**src/rtl/lcd_power_sequencer_if.sv**
```systemverilog
// Panel power sequencer bus: power request, lock status and backlight duty in,
// rail enables, backlight and status out.
interface lcd_power_sequencer_if;
    logic       power_req;
    logic       mmcm_locked;
    logic [7:0] bl_duty;
    logic       panel_vdd_en;
    logic       lvds_en;
    logic       led_en;
    logic       led_pwm;
    logic       ready;
    logic       fault;
    logic [2:0] state;

    modport master (
        output power_req, mmcm_locked, bl_duty,
        input  panel_vdd_en, lvds_en, led_en, led_pwm, ready, fault, state
    );

    modport slave (
        input  power_req, mmcm_locked, bl_duty,
        output panel_vdd_en, lvds_en, led_en, led_pwm, ready, fault, state
    );
endinterface

```
**src/rtl/lcd_power_sequencer.sv**
```systemverilog
// LVDS LCD panel power sequencer: orders panel VDD, LVDS enable and backlight on
// power-up/power-down with tick-based delays, waits for MMCM lock, flags lock faults
// and generates the 8-bit backlight PWM.
module lcd_power_sequencer #(
    parameter int unsigned TICK_DIV      = 72000,
    parameter int unsigned T_VDD_TO_LVDS = 10,
    parameter int unsigned T_LVDS_TO_BL  = 200,
    parameter int unsigned T_BL_TO_LVDS  = 200,
    parameter int unsigned T_LVDS_TO_VDD = 10,
    parameter int unsigned T_OFF_MIN     = 500,
    parameter int unsigned LOCK_TIMEOUT  = 50,
    parameter int unsigned PWM_DIV       = 14
) (
    input  logic                   clk,
    input  logic                   rst,
    lcd_power_sequencer_if.slave   bus
);
    typedef enum logic [2:0] {
        S_OFF       = 3'd0,
        S_VDD_UP    = 3'd1,
        S_WAIT_LOCK = 3'd2,
        S_LVDS_UP   = 3'd3,
        S_ON        = 3'd4,
        S_BL_DOWN   = 3'd5,
        S_LVDS_DOWN = 3'd6,
        S_OFF_HOLD  = 3'd7
    } state_e;

    localparam int unsigned TW = $clog2(TICK_DIV);
    localparam int unsigned PW = (PWM_DIV > 1) ? $clog2(PWM_DIV) : 1;
    localparam int unsigned DW = 16;

    state_e          state_q, state_d;
    logic            preq_meta_q, psync_q, lock_meta_q, lsync_q;
    logic [TW-1:0]   div_q;
    logic            tick;
    logic [DW-1:0]   dly_q;
    logic [DW-1:0]   t_cur;
    logic            dly_done;
    logic            fault_q, fault_d;
    logic            vdd_q, vdd_d, lvds_q, lvds_d, led_q, led_d, ready_q, ready_d;
    logic [PW-1:0]   pdiv_q;
    logic            pwm_stb;
    logic [7:0]      pwm_cnt_q, duty_q;

    assign tick    = (div_q == TW'(TICK_DIV - 1));
    assign pwm_stb = (pdiv_q == PW'(PWM_DIV - 1));

    // Two-flop synchronisers for the asynchronous request and lock inputs
    always_ff @(posedge clk or posedge rst) begin
        if (rst) begin
            preq_meta_q <= 1'b0;
            psync_q     <= 1'b0;
            lock_meta_q <= 1'b0;
            lsync_q     <= 1'b0;
        end else begin
            preq_meta_q <= bus.power_req;
            psync_q     <= preq_meta_q;
            lock_meta_q <= bus.mmcm_locked;
            lsync_q     <= lock_meta_q;
        end
    end

    // Free-running tick and PWM step dividers
    always_ff @(posedge clk or posedge rst) begin
        if (rst) begin
            div_q  <= '0;
            pdiv_q <= '0;
        end else begin
            div_q  <= tick ? '0 : div_q + 1'b1;
            pdiv_q <= pwm_stb ? '0 : pdiv_q + 1'b1;
        end
    end

    // Delay counter: restarts on every state change, counts ticks
    always_ff @(posedge clk or posedge rst) begin
        if (rst) begin
            dly_q <= '0;
        end else if (state_d != state_q) begin
            dly_q <= '0;
        end else if (tick) begin
            dly_q <= dly_q + 1'b1;
        end
    end

    // Delay target of the current state
    always_comb begin
        t_cur = '0;
        case (state_q)
            S_VDD_UP:    t_cur = DW'(T_VDD_TO_LVDS);
            S_WAIT_LOCK: t_cur = DW'(LOCK_TIMEOUT);
            S_LVDS_UP:   t_cur = DW'(T_LVDS_TO_BL);
            S_BL_DOWN:   t_cur = DW'(T_BL_TO_LVDS);
            S_LVDS_DOWN: t_cur = DW'(T_LVDS_TO_VDD);
            S_OFF_HOLD:  t_cur = DW'(T_OFF_MIN);
            default:     t_cur = '0;
        endcase
    end

    // Exit on the tick that closes the T-th whole tick period, so a timed state
    // lasts T..T+1 ticks whatever the phase of the free-running divider at entry.
    assign dly_done = tick && (dly_q == t_cur);

    // Next-state, fault and output decode
    always_comb begin
        state_d = state_q;
        fault_d = fault_q;
        case (state_q)
            S_OFF: begin
                if (!psync_q)      fault_d = 1'b0;
                else if (!fault_q) state_d = S_VDD_UP;
            end
            S_VDD_UP: begin
                if (!psync_q)      state_d = S_LVDS_DOWN;
                else if (dly_done) state_d = S_WAIT_LOCK;
            end
            S_WAIT_LOCK: begin
                if (!psync_q)      state_d = S_LVDS_DOWN;
                else if (lsync_q)  state_d = S_LVDS_UP;
                else if (dly_done) begin
                    fault_d = 1'b1;
                    state_d = S_LVDS_DOWN;
                end
            end
            S_LVDS_UP: begin
                if (!lsync_q) begin
                    fault_d = 1'b1;
                    state_d = S_BL_DOWN;
                end else if (!psync_q) state_d = S_LVDS_DOWN;
                else if (dly_done)     state_d = S_ON;
            end
            S_ON: begin
                if (!lsync_q) begin
                    fault_d = 1'b1;
                    state_d = S_BL_DOWN;
                end else if (!psync_q) state_d = S_BL_DOWN;
            end
            S_BL_DOWN:   if (dly_done) state_d = S_LVDS_DOWN;
            S_LVDS_DOWN: if (dly_done) state_d = S_OFF_HOLD;
            S_OFF_HOLD:  if (dly_done) state_d = S_OFF;
            default:     state_d = S_OFF;
        endcase

        vdd_d   = 1'b0;
        lvds_d  = 1'b0;
        led_d   = 1'b0;
        ready_d = 1'b0;
        case (state_d)
            S_VDD_UP, S_WAIT_LOCK, S_LVDS_DOWN: vdd_d = 1'b1;
            S_LVDS_UP, S_BL_DOWN: begin
                vdd_d  = 1'b1;
                lvds_d = 1'b1;
            end
            S_ON: begin
                vdd_d   = 1'b1;
                lvds_d  = 1'b1;
                led_d   = 1'b1;
                ready_d = 1'b1;
            end
            default: ;
        endcase
    end

    // State, fault and registered enables
    always_ff @(posedge clk or posedge rst) begin
        if (rst) begin
            state_q <= S_OFF;
            fault_q <= 1'b0;
            vdd_q   <= 1'b0;
            lvds_q  <= 1'b0;
            led_q   <= 1'b0;
            ready_q <= 1'b0;
        end else begin
            state_q <= state_d;
            fault_q <= fault_d;
            vdd_q   <= vdd_d;
            lvds_q  <= lvds_d;
            led_q   <= led_d;
            ready_q <= ready_d;
        end
    end

    // PWM counter; duty is only taken at the period wrap to avoid mid-period glitches
    always_ff @(posedge clk or posedge rst) begin
        if (rst) begin
            pwm_cnt_q <= '0;
            duty_q    <= '0;
        end else if (!led_q) begin
            pwm_cnt_q <= '0;
            duty_q    <= bus.bl_duty;
        end else if (pwm_stb) begin
            pwm_cnt_q <= pwm_cnt_q + 1'b1;
            if (pwm_cnt_q == 8'hFF) duty_q <= bus.bl_duty;
        end
    end

    assign bus.panel_vdd_en = vdd_q;
    assign bus.lvds_en      = lvds_q;
    assign bus.led_en       = led_q;
    assign bus.led_pwm      = led_q & (pwm_cnt_q < duty_q);
    assign bus.ready        = ready_q;
    assign bus.fault        = fault_q;
    assign bus.state        = state_q;
endmodule

```
**src/flat_wrapper.sv**
```systemverilog
// flat-port wrapper written by rule: the top's interface ports become plain ports
module lcd_power_sequencer_flat 
#(
    parameter int unsigned TICK_DIV      = 72000,
    parameter int unsigned T_VDD_TO_LVDS = 10,
    parameter int unsigned T_LVDS_TO_BL  = 200,
    parameter int unsigned T_BL_TO_LVDS  = 200,
    parameter int unsigned T_LVDS_TO_VDD = 10,
    parameter int unsigned T_OFF_MIN     = 500,
    parameter int unsigned LOCK_TIMEOUT  = 50,
    parameter int unsigned PWM_DIV       = 14
)
  (clk, rst, bus_power_req, bus_mmcm_locked, bus_bl_duty, bus_panel_vdd_en, bus_lvds_en, bus_led_en, bus_led_pwm, bus_ready, bus_fault, bus_state);
  lcd_power_sequencer_if bus_i ();
  input  logic clk;
  input  logic rst;
  input wire logic [$bits(bus_i.power_req)-1:0] bus_power_req;
  input wire logic [$bits(bus_i.mmcm_locked)-1:0] bus_mmcm_locked;
  input wire logic [$bits(bus_i.bl_duty)-1:0] bus_bl_duty;
  output wire logic [$bits(bus_i.panel_vdd_en)-1:0] bus_panel_vdd_en;
  output wire logic [$bits(bus_i.lvds_en)-1:0] bus_lvds_en;
  output wire logic [$bits(bus_i.led_en)-1:0] bus_led_en;
  output wire logic [$bits(bus_i.led_pwm)-1:0] bus_led_pwm;
  output wire logic [$bits(bus_i.ready)-1:0] bus_ready;
  output wire logic [$bits(bus_i.fault)-1:0] bus_fault;
  output wire logic [$bits(bus_i.state)-1:0] bus_state;
  assign bus_i.power_req = bus_power_req;
  assign bus_i.mmcm_locked = bus_mmcm_locked;
  assign bus_i.bl_duty = bus_bl_duty;
  assign bus_panel_vdd_en = bus_i.panel_vdd_en;
  assign bus_lvds_en = bus_i.lvds_en;
  assign bus_led_en = bus_i.led_en;
  assign bus_led_pwm = bus_i.led_pwm;
  assign bus_ready = bus_i.ready;
  assign bus_fault = bus_i.fault;
  assign bus_state = bus_i.state;
  lcd_power_sequencer #(.TICK_DIV(TICK_DIV), .T_VDD_TO_LVDS(T_VDD_TO_LVDS), .T_LVDS_TO_BL(T_LVDS_TO_BL), .T_BL_TO_LVDS(T_BL_TO_LVDS), .T_LVDS_TO_VDD(T_LVDS_TO_VDD), .T_OFF_MIN(T_OFF_MIN), .LOCK_TIMEOUT(LOCK_TIMEOUT), .PWM_DIV(PWM_DIV)) u_core (.clk(clk), .rst(rst), .bus(bus_i));
endmodule
```
**config.mk**
```make
export PLATFORM = sky130hd
export DESIGN_NAME = lcd_power_sequencer_flat
export DESIGN_NICKNAME = d
export VERILOG_FILES = /design/src/rtl/lcd_power_sequencer_if.sv /design/src/rtl/lcd_power_sequencer.sv /design/src/flat_wrapper.sv
export SDC_FILE = /design/constraint.sdc
export NUM_CORES = 1
export LEC_CHECK = 0
export ABC_AREA = 1
export CORE_MARGIN = 2
export CORE_UTILIZATION = 54
export CTS_CLUSTER_DIAMETER = 30
export DETAILED_ROUTE_END_ITERATION = 7
export MAX_ROUTING_LAYER = met4
export PLACE_DENSITY = 0.76
export SLEW_MARGIN = 20
export SYNTH_ARGS = -nofsm -noshare
export SYNTH_HDL_FRONTEND = slang
export SYNTH_SLANG_ARGS = --single-unit
```
**constraint.sdc**
```tcl
create_clock -name clk -period 2.2 [get_ports clk]
set_clock_uncertainty 0.2 [all_clocks]
set_input_delay 0.22 -clock clk [delete_from_list [all_inputs] [get_ports clk]]
set_output_delay 0.22 -clock clk [all_outputs]
set_load 0.005 [all_outputs]
```
==> results.sh, run 1 <==
export IMPL_hold_viol=0
export IMPL_dp_hpwl_um=6406
export IMPL_insertion_delay_ns=0.35
export IMPL_area_delta_synth_final_pct=42.66
export IMPL_worst_ep_arrival_time_ns=2.51
export IMPL_grt_ovfl_total=0
export IMPL_status="complete, but fails checks"
export IMPL_setup_ws_ns=-0.2838
export IMPL_grt_pass1_wl_um=15930
export IMPL_grt_max_degree=22
export IMPL_power_internal_uw=3106
export IMPL_core_mm2=0.006794
export IMPL_root_buffer="clkbuf_8"
export IMPL_leakagePower_uw=0.002571
export IMPL_slowest_delay_ns=0.35
export IMPL_drt_pass1_iter_count=5
export IMPL_nets=619
export IMPL_hp_start="bus_power_req"
export IMPL_min_to="u_core.preq_meta_q"
export IMPL_wire_per_inst_um=14.09
export IMPL_cp_num_buf_inv=3
export IMPL_maxCapViolCount=0
export IMPL_antenna_found_initial=0
export IMPL_rrSetupSlack_ns=-0.28
export IMPL_wl_um=9836
export IMPL_ant_nets=0
export IMPL_slew_headroom_pct=75.10
export IMPL_cp_required_ns=2.23
export IMPL_fp_dieArea_mm2=0.007697
export IMPL_rows=30
export IMPL_start_util_pct=55.73
export IMPL_cts_sinks=64
export IMPL_cp_cell_sequence="ha_2 -> nand2_2 -> clkinv_2 -> nand4_1 -> nor2_4 -> nand3_4 -> o21bai_1 -> nand2_1 -> nand2_2 -> clkinv_4 -> nand2_4 -> nand2_4 -> nand2_4 -> nor2_4 -> nand2_4 -> buf_16 -> nor2_4"
export IMPL_syn_instance_count=469
export IMPL_num_vias=3662
export IMPL_power_frac_comb_pct=47.2
export IMPL_worst_pin_slew_ns=0.3697
export IMPL_syn_num_nets=491
export IMPL_drtIter0Drc=193
export IMPL_crit_type="flip-flop to flip-flop"
export IMPL_power_switching_uw=1842
export IMPL_worstHoldPathType="primary input to flip-flop"
export IMPL_fin_tns_setup_ns=-4.617
export IMPL_instances_no_fill=698
export IMPL_critical_path_slowest_cell="dfrtp_1"
export IMPL_setup_violations=20
export IMPL_grt_pass1_vias=3565
export IMPL_clkTransAtPathRegs_ns=0.07
export IMPL_max_vdd_ir_drop_mv=0.5007
export IMPL_routed_via_density=5.246
export IMPL_stdcell_area_mm2=0.005401
export IMPL_ys_warn_count=0
export IMPL_finalCritPeriodShare_pct=112.9
export IMPL_cpMostUsedCell="nand2_4"
export IMPL_async_flop_share_pct=100.0
export IMPL_diodes=0
export IMPL_drive_above_1_share_pct=37.71
export IMPL_fp_dieH_um=87.74
export IMPL_max_freq_ghz=0.4026
export IMPL_rsz0062_at_grt="yes"
export IMPL_pwr_share_clk_pct=25.2
export IMPL_slew_violations=0
export IMPL_tritoncts="yes"
export IMPL_period_minus_slack_ns=2.484
export IMPL_io_pins=21
export IMPL_final_common_cell="buf_4"
export IMPL_avgSynthCellArea_um2=8.073
export IMPL_cts_buffers=9
export IMPL_p_per_area_mw_per_mm2=916.0
export IMPL_r2r_start="u_core.div_q[1]"
export IMPL_synth_seq_cells=64
export IMPL_placed_area_mm2=0.004701
export IMPL_worstHoldPathCells=1
export IMPL_port_buffers=20
export IMPL_crit_family="simple AND/OR/NAND/NOR gates"
export IMPL_violations="negative setup slack"
export IMPL_ctsLongestPathBuffers=2
export IMPL_hold_worst_slack_ns=0.1076
export IMPL_netlist_area_mm2=0.003786
export IMPL_die_width_um=87.74
export IMPL_routabilityCongestion=0.9735
export IMPL_r2r_end="u_core.dly_q[3]"
export IMPL_synth_seq_area_share_pct=42.30
export IMPL_ys_types=41
export IMPL_place_inst=659
export IMPL_start_kind="flip-flop"
export IMPL_r2r_cells=17
export IMPL_final_util_pct=79.50
export IMPL_cts_max_level=3
export IMPL_seq_power_share_pct=27.5
export IMPL_mostFrequentLayoutCells="buf_4, nand2_1, inv_1"
export IMPL_grt_use_total_pct=27.61
export IMPL_synth_top_flop_cell="dfrtp_1"
export IMPL_drc_errors=0
export IMPL_switching_share_pct=37.23
export IMPL_path_max_fanout=6
export IMPL_endpoint_kind="flip-flop"
export IMPL_synth_edff_count=0
-- sequential cells by signal, summed over array words and instances (netlist names), 3 cells and up --
signal and flops:
u_core.div_q 17, u_core.dly_q 16, u_core.duty_q 8, u_core.pwm_cnt_q 8, u_core.pdiv_q 4, u_core.bus.state 3
-- worst register-to-register path, cell delays in order, from the launching register on --
cell      delay (ns)
dfrtp_1         0.35
ha_2            0.19
nand2_2         0.06
clkinv_2        0.05
nand4_1         0.16
nor2_4          0.22
nand3_4         0.13
o21bai_1        0.19
nand2_1         0.10
nand2_2         0.10
clkinv_4        0.08
nand2_4         0.07
nand2_4         0.05
nand2_4         0.07
nor2_4          0.04
nand2_4         0.12
buf_16          0.16
nor2_4          0.04
-- worst max path at each step --
stage                          start                to  slack, ns  depth (start not counted)
floorplan            u_core.div_q[0]   u_core.dly_q[3]      -0.02                         15
global placement     u_core.div_q[0]  u_core.dly_q[15]      -0.24                         13
detailed placement   u_core.div_q[1]  u_core.dly_q[15]      -0.25                         13
CTS                  u_core.div_q[1]   u_core.dly_q[3]      -0.23                         17
global route        u_core.dly_q[15]   u_core.dly_q[3]      -0.39                         17
finish               u_core.div_q[1]   u_core.dly_q[3]      -0.28                         17
-- layout make-up --
type,count,area (um2)
clock buffer,9,123.9
inverter,73,285.3
tap,96,120.1
multi-input combinational,323,2072
sequential,64,1605
clock inverter,7,117.6
fill,458,1393
timing repair buffer,126,1077
-- cell usage after synthesis (3+ instances only) --
cell type  count  area share (%)
nand2_1       68             6.7
inv_1         67             6.6
dfrtp_1       64              42
nor2_1        64             6.3
nand3_1       36             4.8
a21oi_1       23             3.0
o21ai_0       22             2.9
nand2_2       18             3.0
nor2_4        16             4.8
nor3_1        12             1.6
xor2_1        12             2.8
ha_1          10             3.3
nand4_1        9             1.5
nand3_2        5             1.3
xnor2_1        4            0.93
inv_2          3            0.30
nand2_4        3            0.89
-- per-layer routing --
layer	share of wire [%]	track usage, %
met5	0	-
met4	3.1	8.811
met1	41	32.59
met2	51	46.69
met3	5.0	6.315
-- kinds of logic (layout without fill, tap and decap cells) --
family / after synthesis / count (layout) / share of synthesized area [%]
xor+xnor: 16 / 16 / 3.701
flops: 64 / 64 / 42.30
fa+ha+maj: 10 / 10 / 3.305
compound gates: 59 / 59 / 8.658
buf+inv: 82 / 215 / 9.286
simple gates: 237 / 237 / 32.45
mux: 1 / 1 / 0.2974
-- timing repair --
| action | CTS | global route |
|---|---|---|
| pin swaps | 13 | 25 |
| setup endpoints to repair | 22 | 38 |
| hold endpoints to repair | 10 | 0 |
| cloned | 1 | 0 |
| resized for setup | 34 | 51 |
| hold buffers | 1 | 0 |
| setup buffers | 14 | 11 |
-- per-stage QoR --
stage | total power [uW] | setup slack, ns
after floorplan | 2604 | -0.02448
after global placement | 3279 | -0.2362
after detailed placement | 3314 | -0.2539
after global routing | 5221 | -0.3905
after CTS | 4722 | -0.2297
final | 4948 | -0.2838
-- power groups by stage --
stage               registers (uW)  logic (uW)  clock network [uW]
floorplan                     1350        1250                   0
global placement              1370        1910                   0
detailed placement            1380        1940                   0
CTS                           1360        2110                1260
global route                  1380        2520                1330
finish                        1360        2340                1250
Power figures use the tool's default switching activity.
==> run 2: changes to the inputs <==
--- a/config.mk
+++ b/config.mk
@@ -12,6 +12,7 @@
 export DETAILED_ROUTE_END_ITERATION = 7
 export MAX_ROUTING_LAYER = met4
 export PLACE_DENSITY = 0.76
+export REMOVE_ABC_BUFFERS = 1
 export SLEW_MARGIN = 20
 export SYNTH_ARGS = -nofsm -noshare
 export SYNTH_HDL_FRONTEND = slang
==> run 2 against run 1 <==
The run still ends with negative setup slack left. Final area fell by 4.5%. Clock power fell by 18%. Die area did not move. Wire length fell by 9.5%. Global-route usage fell by 0.96 points. Sequential share of layout area rose by 1.4 points. Setup slack barely moved. Sequential power barely moved. Power fell by 10%. Critical path type unchanged. Critical endpoint is now u_core.dly_q[0]. Largest cell class unchanged.
==> results.sh, run 2 (synthesized netlist as in run 1, its figures left out) <==
export IMPL_setup_violations=21
export IMPL_area_delta_synth_final_pct=36.22
export IMPL_fp_dieH_um=87.74
export IMPL_start_util_pct=55.73
export IMPL_io_pins=21
export IMPL_fp_dieArea_mm2=0.007697
export IMPL_wl_um=8898
export IMPL_rsz0062_at_grt="yes"
export IMPL_critical_path_slowest_cell="dfrtp_1"
export IMPL_cts_buffers=9
export IMPL_drtIter0Drc=172
export IMPL_ctsLongestPathBuffers=2
export IMPL_p_per_area_mw_per_mm2=861.4
export IMPL_cp_required_ns=2.27
export IMPL_drive_above_1_share_pct=33.39
export IMPL_ant_nets=0
export IMPL_status="complete, but fails checks"
export IMPL_hold_viol=0
export IMPL_nets=607
export IMPL_cp_num_buf_inv=4
export IMPL_port_buffers=20
export IMPL_insertion_delay_ns=0.35
export IMPL_die_width_um=87.74
export IMPL_crit_family="simple AND/OR/NAND/NOR gates"
export IMPL_antenna_found_initial=0
export IMPL_grt_ovfl_total=0
export IMPL_maxCapViolCount=0
export IMPL_endpoint_kind="flip-flop"
export IMPL_path_max_fanout=7
export IMPL_rows=30
export IMPL_routed_via_density=5.041
export IMPL_mostFrequentLayoutCells="buf_4, nand2_1, inv_1"
export IMPL_tritoncts="yes"
export IMPL_path_depth=19
export IMPL_core_mm2=0.006794
export IMPL_cp_cell_sequence="ha_2 -> nand2_2 -> clkinv_2 -> nand4_1 -> nor2_4 -> buf_6 -> nand3_4 -> nor2_4 -> nand2_2 -> nand2_2 -> nand2_2 -> clkinv_4 -> nand2_4 -> nand2_2 -> nand2_2 -> nor2_4 -> nand2_4 -> buf_12 -> nor2_4"
export IMPL_max_freq_ghz=0.4027
export IMPL_violations="negative setup slack"
export IMPL_slew_violations=0
export IMPL_cts_max_level=3
export IMPL_clkTransAtPathRegs_ns=0.07
export IMPL_num_vias=3458
export IMPL_leakagePower_uw=0.002502
export IMPL_worst_ep_arrival_time_ns=2.56
export IMPL_finalCritPeriodShare_pct=112.9
export IMPL_cts_sinks=64
export IMPL_cpMostUsedCell="nand2_2"
export IMPL_grt_max_degree=65
export IMPL_drc_errors=0
export IMPL_diodes=0
export IMPL_setup_ws_ns=-0.2833
export IMPL_dp_slack_ns=-0.2307
export IMPL_hold_worst_slack_ns=0.06089
export IMPL_r2r_cells=19
export IMPL_root_buffer="clkbuf_8"
export IMPL_grt_use_total_pct=26.64
export IMPL_worst_pin_slew_ns=0.4631
export IMPL_dp_hpwl_um=6283
export IMPL_slowest_delay_ns=0.35
export IMPL_drt_pass1_iter_count=6
export IMPL_period_minus_slack_ns=2.483
export IMPL_grt_pass1_wl_um=15440
export IMPL_slew_headroom_pct=69.01
export IMPL_largestRegisters="u_core.div_q: 17 flops, u_core.dly_q: 16 flops"
export IMPL_wire_per_inst_um=12.97
export IMPL_start_kind="flip-flop"
export IMPL_routabilityCongestion=1.047
export IMPL_n_fill_cell=458
export IMPL_worstHoldPathType="primary input to async pin"
export IMPL_largest_reg_flops=17
export IMPL_crit_type="flip-flop to flip-flop"
export IMPL_max_vdd_ir_drop_mv=0.7503
export IMPL_grt_pass1_vias=3507
export IMPL_top_register="u_core.div_q"
export IMPL_final_common_cell="buf_4"
run 2: what timing repair did:
action / CTS / global route
hold endpoints to repair: 0 / 0
hold buffers: 0 / 0
buffers inserted: 10 / 6
endpoints found under the setup margin: 23 / 38
pin swaps: 7 / 14
resized for setup: 31 / 31
run 2: final cells by class:
class	count	area, um2	share of cell area, %
clock inverters	3	40.04	0.7763
well taps	96	120.1	2.329
multi-input cells	323	1987	38.53
clock buffers	13	158.9	3.081
repair buffers	114	964.7	18.70
inverters	73	282.8	5.483
flip-flops and latches	64	1604	31.10
run 2: routing by layer:
metal,GRT usage (%),routed length (um),share of wire [%]
met5,-,0,0
met4,9.510,144,1.6
met3,4.147,373,4.2
met2,45.04,4519,51
met1,32.36,3860,43
run 2: through the flow:
| stage | TNS, ns | std cells | power, uW | utilization, % | instance area [um2] |
|---|---|---|---|---|---|
| floorplan | -5.992 | 460 | 2442 | - | 3712 |
| global placement | -2.895 | 657 | 3267 | 68.86 | 4678 |
| detailed placement | -3.969 | 657 | 3315 | 68.86 | 4678 |
| CTS | -2.965 | 682 | 4407 | 73.90 | 5021 |
| global route | -8.826 | 686 | 4706 | 75.91 | 5157 |
| finish | -5.152 | 686 | 4443 | 75.91 | 5157 |
run 2: tightest hold or removal path: cells and delay by family:
| kind | cells | cell delay (ns) |
|---|---|---|
| buf+inv | 3 | 0.79 |
run 2: worst paths after layout:
check	from	end	slack [ns]
setup / recovery	u_core.div_q[1]	u_core.dly_q[0]	-0.28
hold / removal	rst	u_core.bus.state[1]	0.06
setup reg to reg	u_core.div_q[1]	u_core.dly_q[0]	-0.28
hold reg to reg	u_core.lock_meta_q	u_core.lsync_q	0.15
max in group asynchronous	rst	u_core.dly_q[2]	1.43
min in group clk	bus_mmcm_locked	u_core.lock_meta_q	0.12
run 2: report_power, final:
group	total (uW)	internal [uW]	switching, uW
sequential	1350	1280	63.5
combinational	2080	914	1160
clock	1020	582	439
total	4440	2780	1660
